<file path="config.mk">
export PLATFORM = sky130hd
export DESIGN_NAME = gcd_unit
export DESIGN_NICKNAME = d
export VERILOG_FILES = /design/src/rtl/gcd_pkg.sv /design/src/rtl/gcd_step.sv /design/src/rtl/gcd_unit.sv
export SDC_FILE = /design/constraint.sdc
export NUM_CORES = 1
export LEC_CHECK = 0
export BUFFER_PORTS_ARGS = -buffer_cell sky130_fd_sc_hd__buf_4
export CORE_MARGIN = 1
export CORE_UTILIZATION = 57
export DETAILED_ROUTE_END_ITERATION = 7
export HOLD_SLACK_MARGIN = 0.02
export PLACE_DENSITY = 0.78
export SYNTH_ARGS = -nofsm -noshare
export SYNTH_HDL_FRONTEND = slang
export SYNTH_SLANG_ARGS = --single-unit
</file>
<file path="constraint.sdc">
create_clock -name clk -period 2.9 [get_ports clk]
set_input_delay 0.29 -clock clk [delete_from_list [all_inputs] [get_ports clk]]
set_output_delay 0.29 -clock clk [all_outputs]
set_load 0.005 [all_outputs]
</file>
<file path="src/rtl/gcd_pkg.sv">
// Shared types and constants for the GCD coprocessor.
package gcd_pkg;

  typedef enum logic [1:0] {GCD_IDLE, GCD_CALC, GCD_DONE} gcd_state_t;

  localparam int GCD_MODE_EUCLID = 0;
  localparam int GCD_MODE_BINARY = 1;

endpackage

</file>
<file path="src/rtl/gcd_step.sv">
// One CALC step of the GCD engine: next operands and shift count, or termination value.
module gcd_step
  import gcd_pkg::*;
#(
  parameter int WIDTH = 8,
  parameter int MODE  = GCD_MODE_EUCLID,
  parameter int KW    = $clog2(WIDTH) + 1
) (
  input  logic [WIDTH-1:0] i_a,
  input  logic [WIDTH-1:0] i_b,
  input  logic [KW-1:0]    i_k,
  output logic [WIDTH-1:0] o_a,
  output logic [WIDTH-1:0] o_b,
  output logic [KW-1:0]    o_k,
  output logic             o_term,
  output logic [WIDTH-1:0] o_term_val
);

  logic [WIDTH-1:0] w_base;

  always_comb begin
    o_a    = i_a;
    o_b    = i_b;
    o_k    = i_k;
    o_term = 1'b0;
    w_base = '0;
    if (i_a == '0) begin
      o_term = 1'b1;
      w_base = i_b;
    end else if (i_b == '0) begin
      o_term = 1'b1;
      w_base = i_a;
    end else if (i_a == i_b) begin
      o_term = 1'b1;
      w_base = i_a;
    end else if (MODE == GCD_MODE_BINARY) begin
      if (!i_a[0] && !i_b[0]) begin
        o_a = i_a >> 1;
        o_b = i_b >> 1;
        o_k = i_k + KW'(1);
      end else if (!i_a[0]) begin
        o_a = i_a >> 1;
      end else if (!i_b[0]) begin
        o_b = i_b >> 1;
      end else if (i_a > i_b) begin
        o_a = i_a - i_b;
      end else begin
        o_b = i_b - i_a;
      end
    end else if (i_a > i_b) begin
      o_a = i_a - i_b;
    end else begin
      o_b = i_b - i_a;
    end
  end

  // Common factors of two removed earlier are restored here; gcd <= min(a,b) keeps it in range.
  always_comb begin
    o_term_val = w_base;
    if (MODE == GCD_MODE_BINARY) o_term_val = w_base << i_k;
  end

endmodule

</file>
<file path="src/rtl/gcd_unit.sv">
// Self-sequencing GCD coprocessor: start/done handshake around a per-cycle gcd_step.
module gcd_unit
  import gcd_pkg::*;
#(
  parameter int WIDTH = 8,
  parameter int MODE  = GCD_MODE_EUCLID
) (
  input  logic             clk,
  input  logic             reset,
  input  logic             start,
  input  logic [WIDTH-1:0] a_in,
  input  logic [WIDTH-1:0] b_in,
  output logic             ready,
  output logic             done,
  output logic [WIDTH-1:0] result,
  output logic             zero_flag,
  output logic [WIDTH-1:0] iter_count
);

  localparam int KW = $clog2(WIDTH) + 1;

  gcd_state_t       r_state, w_next_state;
  logic [WIDTH-1:0] r_a, r_b, r_result, r_iter;
  logic [KW-1:0]    r_k;
  logic             r_zero;

  logic [WIDTH-1:0] w_next_a, w_next_b, w_term_val;
  logic [KW-1:0]    w_next_k;
  logic             w_term;

  gcd_step #(
    .WIDTH(WIDTH),
    .MODE (MODE),
    .KW   (KW)
  ) u_step (
    .i_a       (r_a),
    .i_b       (r_b),
    .i_k       (r_k),
    .o_a       (w_next_a),
    .o_b       (w_next_b),
    .o_k       (w_next_k),
    .o_term    (w_term),
    .o_term_val(w_term_val)
  );

  always_ff @(posedge clk or negedge reset) begin
    if (!reset) r_state <= GCD_IDLE;
    else        r_state <= w_next_state;
  end

  always_comb begin
    w_next_state = r_state;
    case (r_state)
      GCD_IDLE: if (start) w_next_state = GCD_CALC;
      GCD_CALC: if (w_term) w_next_state = GCD_DONE;
      GCD_DONE: w_next_state = GCD_IDLE;
      default:  w_next_state = GCD_IDLE;
    endcase
  end

  always_ff @(posedge clk or negedge reset) begin
    if (!reset) begin
      r_a      <= '0;
      r_b      <= '0;
      r_k      <= '0;
      r_result <= '0;
      r_zero   <= 1'b0;
      r_iter   <= '0;
    end else begin
      case (r_state)
        GCD_IDLE: begin
          if (start) begin
            r_a    <= a_in;
            r_b    <= b_in;
            r_k    <= '0;
            r_iter <= '0;
          end
        end
        GCD_CALC: begin
          if (w_term) begin
            r_result <= w_term_val;
            r_zero   <= (w_term_val == '0);
          end else begin
            r_a <= w_next_a;
            r_b <= w_next_b;
            r_k <= w_next_k;
            if (r_iter != '1) r_iter <= r_iter + WIDTH'(1);
          end
        end
        default: ;
      endcase
    end
  end

  assign ready      = (r_state == GCD_IDLE);
  assign done       = (r_state == GCD_DONE);
  assign result     = r_result;
  assign zero_flag  = r_zero;
  assign iter_count = r_iter;

endmodule

</file>
# Word level (Yosys, flattened, before mapping)
# Cells that the tools add are included.
# Widths: inputs -> output; s select.
op_classes:
  n_mux: 27
  order_cmp: 1
  reduce_logical: 10
  n_eq_ne: 13
  addsub: 3
ops:
  columns: ["cell", "count"]
  rows:
  - ["$mux 8", 18]
  - ["$pmux 8 s2", 3]
  - ["$logic_not 8->1", 3]
  - ["$sub 8x8->8", 2]
  - ["$ne 2x2->1 const B", 7]
  - ["$reduce_and 7->1", 2]
  - ["$add 8x1->8 const B", 1]
  - ["$eq 8x8->1", 1]
  - ["$gt 8x8->1", 1]
  - ["$ne 8x8->1 const B", 1]
  - ["$mux 2", 2]
  - ["$ne 2x1->1 const B", 2]
  - ["$pmux 2 s2", 1]
  - ["$reduce_and 2->1", 2]
  - ["$reduce_and 4->1", 1]
  - ["$mux 1", 3]
  - ["$eq 2x1->1 const B", 1]
  - ["$eq 2x2->1 const B", 1]
  - ["$logic_not 2->1", 1]
  - ["$reduce_bool 2->1", 1]
word_totals:
  regBits: 35
  inputBits: 19
  word_cells: 60

# Depth between registers and ports, before layout
logic_depth:
  word_depth: 7
  depth_mapped: 9

# Modules after synthesis
# Synthesis repeated with hierarchy kept, for this count alone.
hier_totals:
  cells_unflattened: 310
  hier_area_um2: 2946.6
modules_own_cells:
  columns: ["mod", "cells_each", "instances", "seq_area_each_um2", "area_per_inst_um2"]
  rows:
  - ["gcd_unit", 155, 1, 975.9, 1779.2]
  - ["gcd_step", 155, 1, 0.0, 1167.4]

# Worst setup path after synthesis
# Ideal clock, no wire load.
synth_timing:
  kind: "register to register"
  from: "register r_a[1]"
  to: "register r_a[3]"
  path_slack_ns: 0.491
  stages_incl_launch_ff: 9
  path_buffers: 1
  arrival_time_ns: 2.282
  synth_period_minus_slack_ns: 2.409
  path_cell_list: "dfrtp_1 inv_1 ha_1 nand4_4 nor2_4 or4_4 buf_6 a22oi_4 mux2_1"
synth_between:
  elab_chain_cells: 7
synth_lines:
  columns: ["element", "line_no", "rtl"]
  rows:
  - ["from (decl)", "gcd_unit.sv:23", "logic [WIDTH-1:0] r_a, r_b, r_result, r_iter;"]
  - ["from (signal assigned)", "gcd_unit.sv:73", "r_a <= a_in;"]
  - ["from (signal assigned)", "gcd_unit.sv:84", "r_a <= w_next_a;"]
  - ["$sub 8x8->8", "gcd_step.sv:51", "o_a = i_a - i_b;"]
  - ["$mux 8", "gcd_step.sv:50", "end else if (i_a > i_b) begin"]
  - ["$mux 8", "gcd_step.sv:33", "end else if (i_a == i_b) begin"]
  - ["$mux 8", "gcd_step.sv:30", "end else if (i_b == '0) begin"]
  - ["$mux 8", "gcd_step.sv:27", "if (i_a == '0) begin"]
  - ["$mux 8", "gcd_unit.sv:80", "if (w_term) begin"]
  - ["$pmux 8 s2", "gcd_unit.sv:70", "case (r_state)"]
# Parallel ways exist; a longest one is shown, timed or not. The select of a mux whose other input is x is not followed.
# A chain may end at the register's enable or synchronous reset.

# Worst setup path after layout
layout_timing:
  from: "register r_a[0]"
  to: "register r_a[7]"
# The elaborated chain is that of the path after synthesis.

==> impl_table.tex <==
\begin{tabular}{lr}
\hline
Metric & Value \\
\hline
\multicolumn{2}{l}{\textbf{STA}} \\
Peak clock frequency supported by timing & 383.2 MHz \\
Slew Viols, Final & 0 \\
Number of failing setup endpoints in the final timing report & 0 \\
TNS Setup & 0 ns \\
Setup repair after global routing missed its margin & false \\
Fin crit share & 0.8999 \\
Final hold violation count & 0 \\
Worst Tran Pin Value & 0.4549 ns \\
Shortest clock period the worst path allows after layout & 2.610 ns \\
Clock skew & 0.006749 ns \\
Max\_slew headroom & 0.6961 \\
\multicolumn{2}{l}{\textbf{Layout}} \\
Non-Filler Instances & 369 \\
Synthesis-to-finish area growth & 16.24\% \\
Final core utilization & 0.7174 \\
Final Instance Area & 2973 um2 \\
Net count, final & 356 \\
Inserted Diodes & 0 \\
Proportion of layout cells with a drive suffix above 1 & 0.1975 \\
\multicolumn{2}{l}{\textbf{GRT}} \\
Number of global-route vias before repair & 2022 \\
Grt ovf & 0 \\
Global-route wire length before repair & 9515 um \\
Antenna violations before repair & 0 \\
Overall fraction of global-route tracks in use & 0.2773 \\
Maximum number of pins on one net before global-route repair & 36 \\
\multicolumn{2}{l}{\textbf{Clocking}} \\
Number of buffers created by CTS & 5 \\
Number of hold-repair buffers added at the cts stage & 1 \\
Clock-pin slew of the registers on the worst-case setup and hold paths & 0.07 ns \\
Clock tree from TritonCTS & built \\
Cts repair resizes & 0 \\
Setup Buffers After CTS & 0 \\
CTS H-Tree Depth & 2 \\
Number of buffers between clock root and the deepest sink & 2 \\
Number of clock sinks seen by CTS & 35 \\
Later-pin clock latency in the skew report & 0.29 ns \\
Clock tree root driver cell & sky130\_fd\_sc\_hd\_\_clkbuf\_8 \\
\multicolumn{2}{l}{\textbf{Place}} \\
Input/output buffers & 37 \\
Final HPWL DP & 4458 um \\
Placer's final routability congestion estimate & 0.9108 \\
Placed cell count & 361 \\
Instance area after placement & 2875 um2 \\
\multicolumn{2}{l}{\textbf{Drt}} \\
Iter 0 DRT Violations & 162 \\
Post-route antenna net violation count & 0 \\
Number of remaining DRC errors & 0 \\
M1 wire length & 2736 um \\
Post-detailed-route via-to-cell ratio & 6.003 \\
Routed WL & 5884 um \\
Via Count & 2215 \\
Total iterations of the first detailed-routing run & 4 \\
Highest routed metal layer & met4 \\
DR WL met2 & 2713 um \\
Routed WL per cell & 15.95 um \\
Amount of wire on met3 after detailed routing & 374 um \\
\multicolumn{2}{l}{\textbf{Yosys}} \\
Fraction of synthesized cell area in xor and xnor cells & 0.006849 \\
Number of synthesized flops with an enable pin & 0 \\
Share of the yosys chip area belonging to registers & 0.3425 \\
Unique masters post-synth & 50 \\
Post-synthesis instance total & 280 \\
Ys flop type & sky130\_fd\_sc\_hd\_\_dfrtp\_1 \\
Average cell area after synthesis & 9.134 um2 \\
Synth warnings & 0 \\
Simple-gate portion of the synthesized area & 0.2216 \\
FFs w/ async S/R, synth & 1.000 \\
Synthesized flop and latch total & 35 \\
Multiplexer area fraction after synthesis & 0.06947 \\
Post-synthesis compound-gate area fraction & 0.2040 \\
Combinational family with the most area after synthesis & simple AND/OR/NAND/NOR gates \\
Share of synthesized cell area in full adder, half adder and majority cells & 0.09393 \\
Post-synthesis net count & 317 \\
Total standard cell area after synthesis & 2557 um2 \\
\multicolumn{2}{l}{\textbf{Floorplanning}} \\
Initial Util & 0.6171 \\
Overall die width & 68.99 um \\
Core area & 4144 um2 \\
Std-Cell Rows & 23 \\
IO Count & 38 \\
Area of the die & 4759 um2 \\
Die span in y & 68.99 um \\
\multicolumn{2}{l}{\textbf{Hold path}} \\
Path category of the worst min-delay check & in -> reg \\
Startpoint of the tightest hold check path & b\_in[1] \\
\multicolumn{2}{l}{\textbf{Power}} \\
Cell leakage power & 0.001406 uW \\
Combinational Power Share & 0.687 \\
Portion of total power attributed to sequential cells & 0.227 \\
Power per cell area & 1406 nW/um2 \\
Peak supply drop & 0.9727 mV \\
Switching part of the total power & 0.4728 \\
Internal power summed over all cells & 2204 uW \\
Power share of the clock group & 0.086 \\
Net switching component of the power & 1976 uW \\
\multicolumn{2}{l}{\textbf{Critical path}} \\
Crit Reg-Reg Startpoint & r\_a[0]\$\_DFFE\_PN0P\_ \\
Req. time, crit path & 3.07 ns \\
Maximum fanout along the worst path & 8 \\
Type of the worst setup path & reg -> reg \\
Crit path capture type & flop \\
Worst setup path startpoint & r\_a[0]\$\_DFFE\_PN0P\_ \\
Critical Path AT & 2.78 ns \\
Crit start category & flop \\
\multicolumn{2}{l}{\textbf{Status}} \\
Status & finished clean \\
\multicolumn{2}{l}{\textbf{Job}} \\
Number of max-cap violations & 0 \\
\hline
\end{tabular}
metal layers:
| metal | up-vias | global-route usage |
|---|---|---|
| li1 | 1101 | - |
| met1 | 1038 | 0.3782 |
| met2 | 69 | 0.4260 |
| met3 | 7 | 0.04934 |
| met4 | 0 | 0.1224 |
| met5 | - | 0 |
cells in the final DEF (no fill, tap or decap), drive strengths merged, types with 3 or more instances in the layout:
cell type and count:
nand4 3, nor4 3, ha 16, clkbuf 6, nor2 23, o32a 3, a21oi 17, nor2b 3
mux2i 11, nand2 25, nor3 6, o21a 3, o21ai 19, nand2b 5, o31a 4, or4 8
inv 18, dfrtp 35, a22oi 8, buf 46, nor3b 3, nand3 8, mux2 6, a211oi 9
o31ai 5, a21o 4
worst max-delay path, cell delays in order, from the launching register on:
cell	delay, ns
sky130_fd_sc_hd__dfrtp_1	0.39
sky130_fd_sc_hd__inv_1	0.07
sky130_fd_sc_hd__ha_1	0.23
sky130_fd_sc_hd__fa_1	0.38
sky130_fd_sc_hd__nand2b_1	0.20
sky130_fd_sc_hd__a211oi_1	0.33
sky130_fd_sc_hd__o21ai_0	0.22
sky130_fd_sc_hd__a22oi_4	0.31
sky130_fd_sc_hd__mux2_1	0.36
flip-flops by register name, summed over array words and instances (netlist names):
signal,flops
iter_count,8
r_a,8
r_b,8
result,8
r_state,2
zero_flag,1
layout make-up:
class | instances | area, um2
clock buffer | 6 | 82.58
clock inverter | 1 | 5.005
multi-input combinational | 212 | 1524
tap | 50 | 62.56
inverter | 18 | 67.56
sequential | 35 | 875.8
timing repair buffer | 47 | 355.3
fill | 343 | 1171
power by group through the flow:
stage | combinational, uW | sequential, uW | clock (uW)
floorplan | 2270 | 886 | 0
global placement | 2780 | 949 | 0
detailed placement | 2840 | 953 | 0
CTS | 2860 | 943 | 364
global route | 3190 | 982 | 388
finish | 2870 | 950 | 358
logic make-up after synthesis:
kind of cell               count (synthesis)
and+or+nand+nor                           98
AOI/OAI and AO/OA                         77
DFF                                       35
buffers and inverters                     33
adders and majority gates                 18
muxes                                     17
xor gates and xnor gates                   2
synthesized netlist by cell type (all sizes together) (4+ instances only):
library cell | n | area share
a21o | 4 | 0.012
o31a | 4 | 0.014
or4 | 8 | 0.025
buf | 7 | 0.023
nand2 | 25 | 0.037
o31ai | 5 | 0.015
ha | 16 | 0.078
a21oi | 17 | 0.033
o21ai | 19 | 0.037
a22oi | 8 | 0.029
inv | 18 | 0.026
nand3 | 8 | 0.016
mux2i | 11 | 0.043
nand2b | 5 | 0.015
nor2 | 23 | 0.038
dfrtp | 35 | 0.34
mux2 | 6 | 0.026
nor3 | 6 | 0.012
a211oi | 9 | 0.026
clkbuf | 8 | 0.012
path summary, 6_finish.rpt:
kind / to / slack, ns / depth (start not counted)
hold / removal: r_b[1]$_DFFE_PN0P_ / 0.29 / 3
max in group asynchronous: r_b[7]$_DFFE_PN0P_ / 2.06 / 2
setup reg to reg: r_a[7]$_DFFE_PN0P_ / 0.29 / 8
setup / recovery: r_a[7]$_DFFE_PN0P_ / 0.29 / 8
hold reg to reg: result[0]$_DFFE_PN0N_ / 0.48 / 2
min in group asynchronous: r_a[2]$_DFFE_PN0P_ / 0.51 / 2
per-stage QoR:
step / worst slack [ns] / power (uW) / hold WS (ns)
2_1_floorplan: 0.4905 / 3152 / -0.005591
3_3_place_gp: 0.3425 / 3731 / 0.2715
3_5_place_dp: 0.2919 / 3793 / 0.2706
4_1_cts: 0.2939 / 4165 / 0.2806
5_1_grt: 0.09863 / 4563 / 0.2938
6_report: 0.2903 / 4180 / 0.2870
Power figures use the tool's default switching activity.
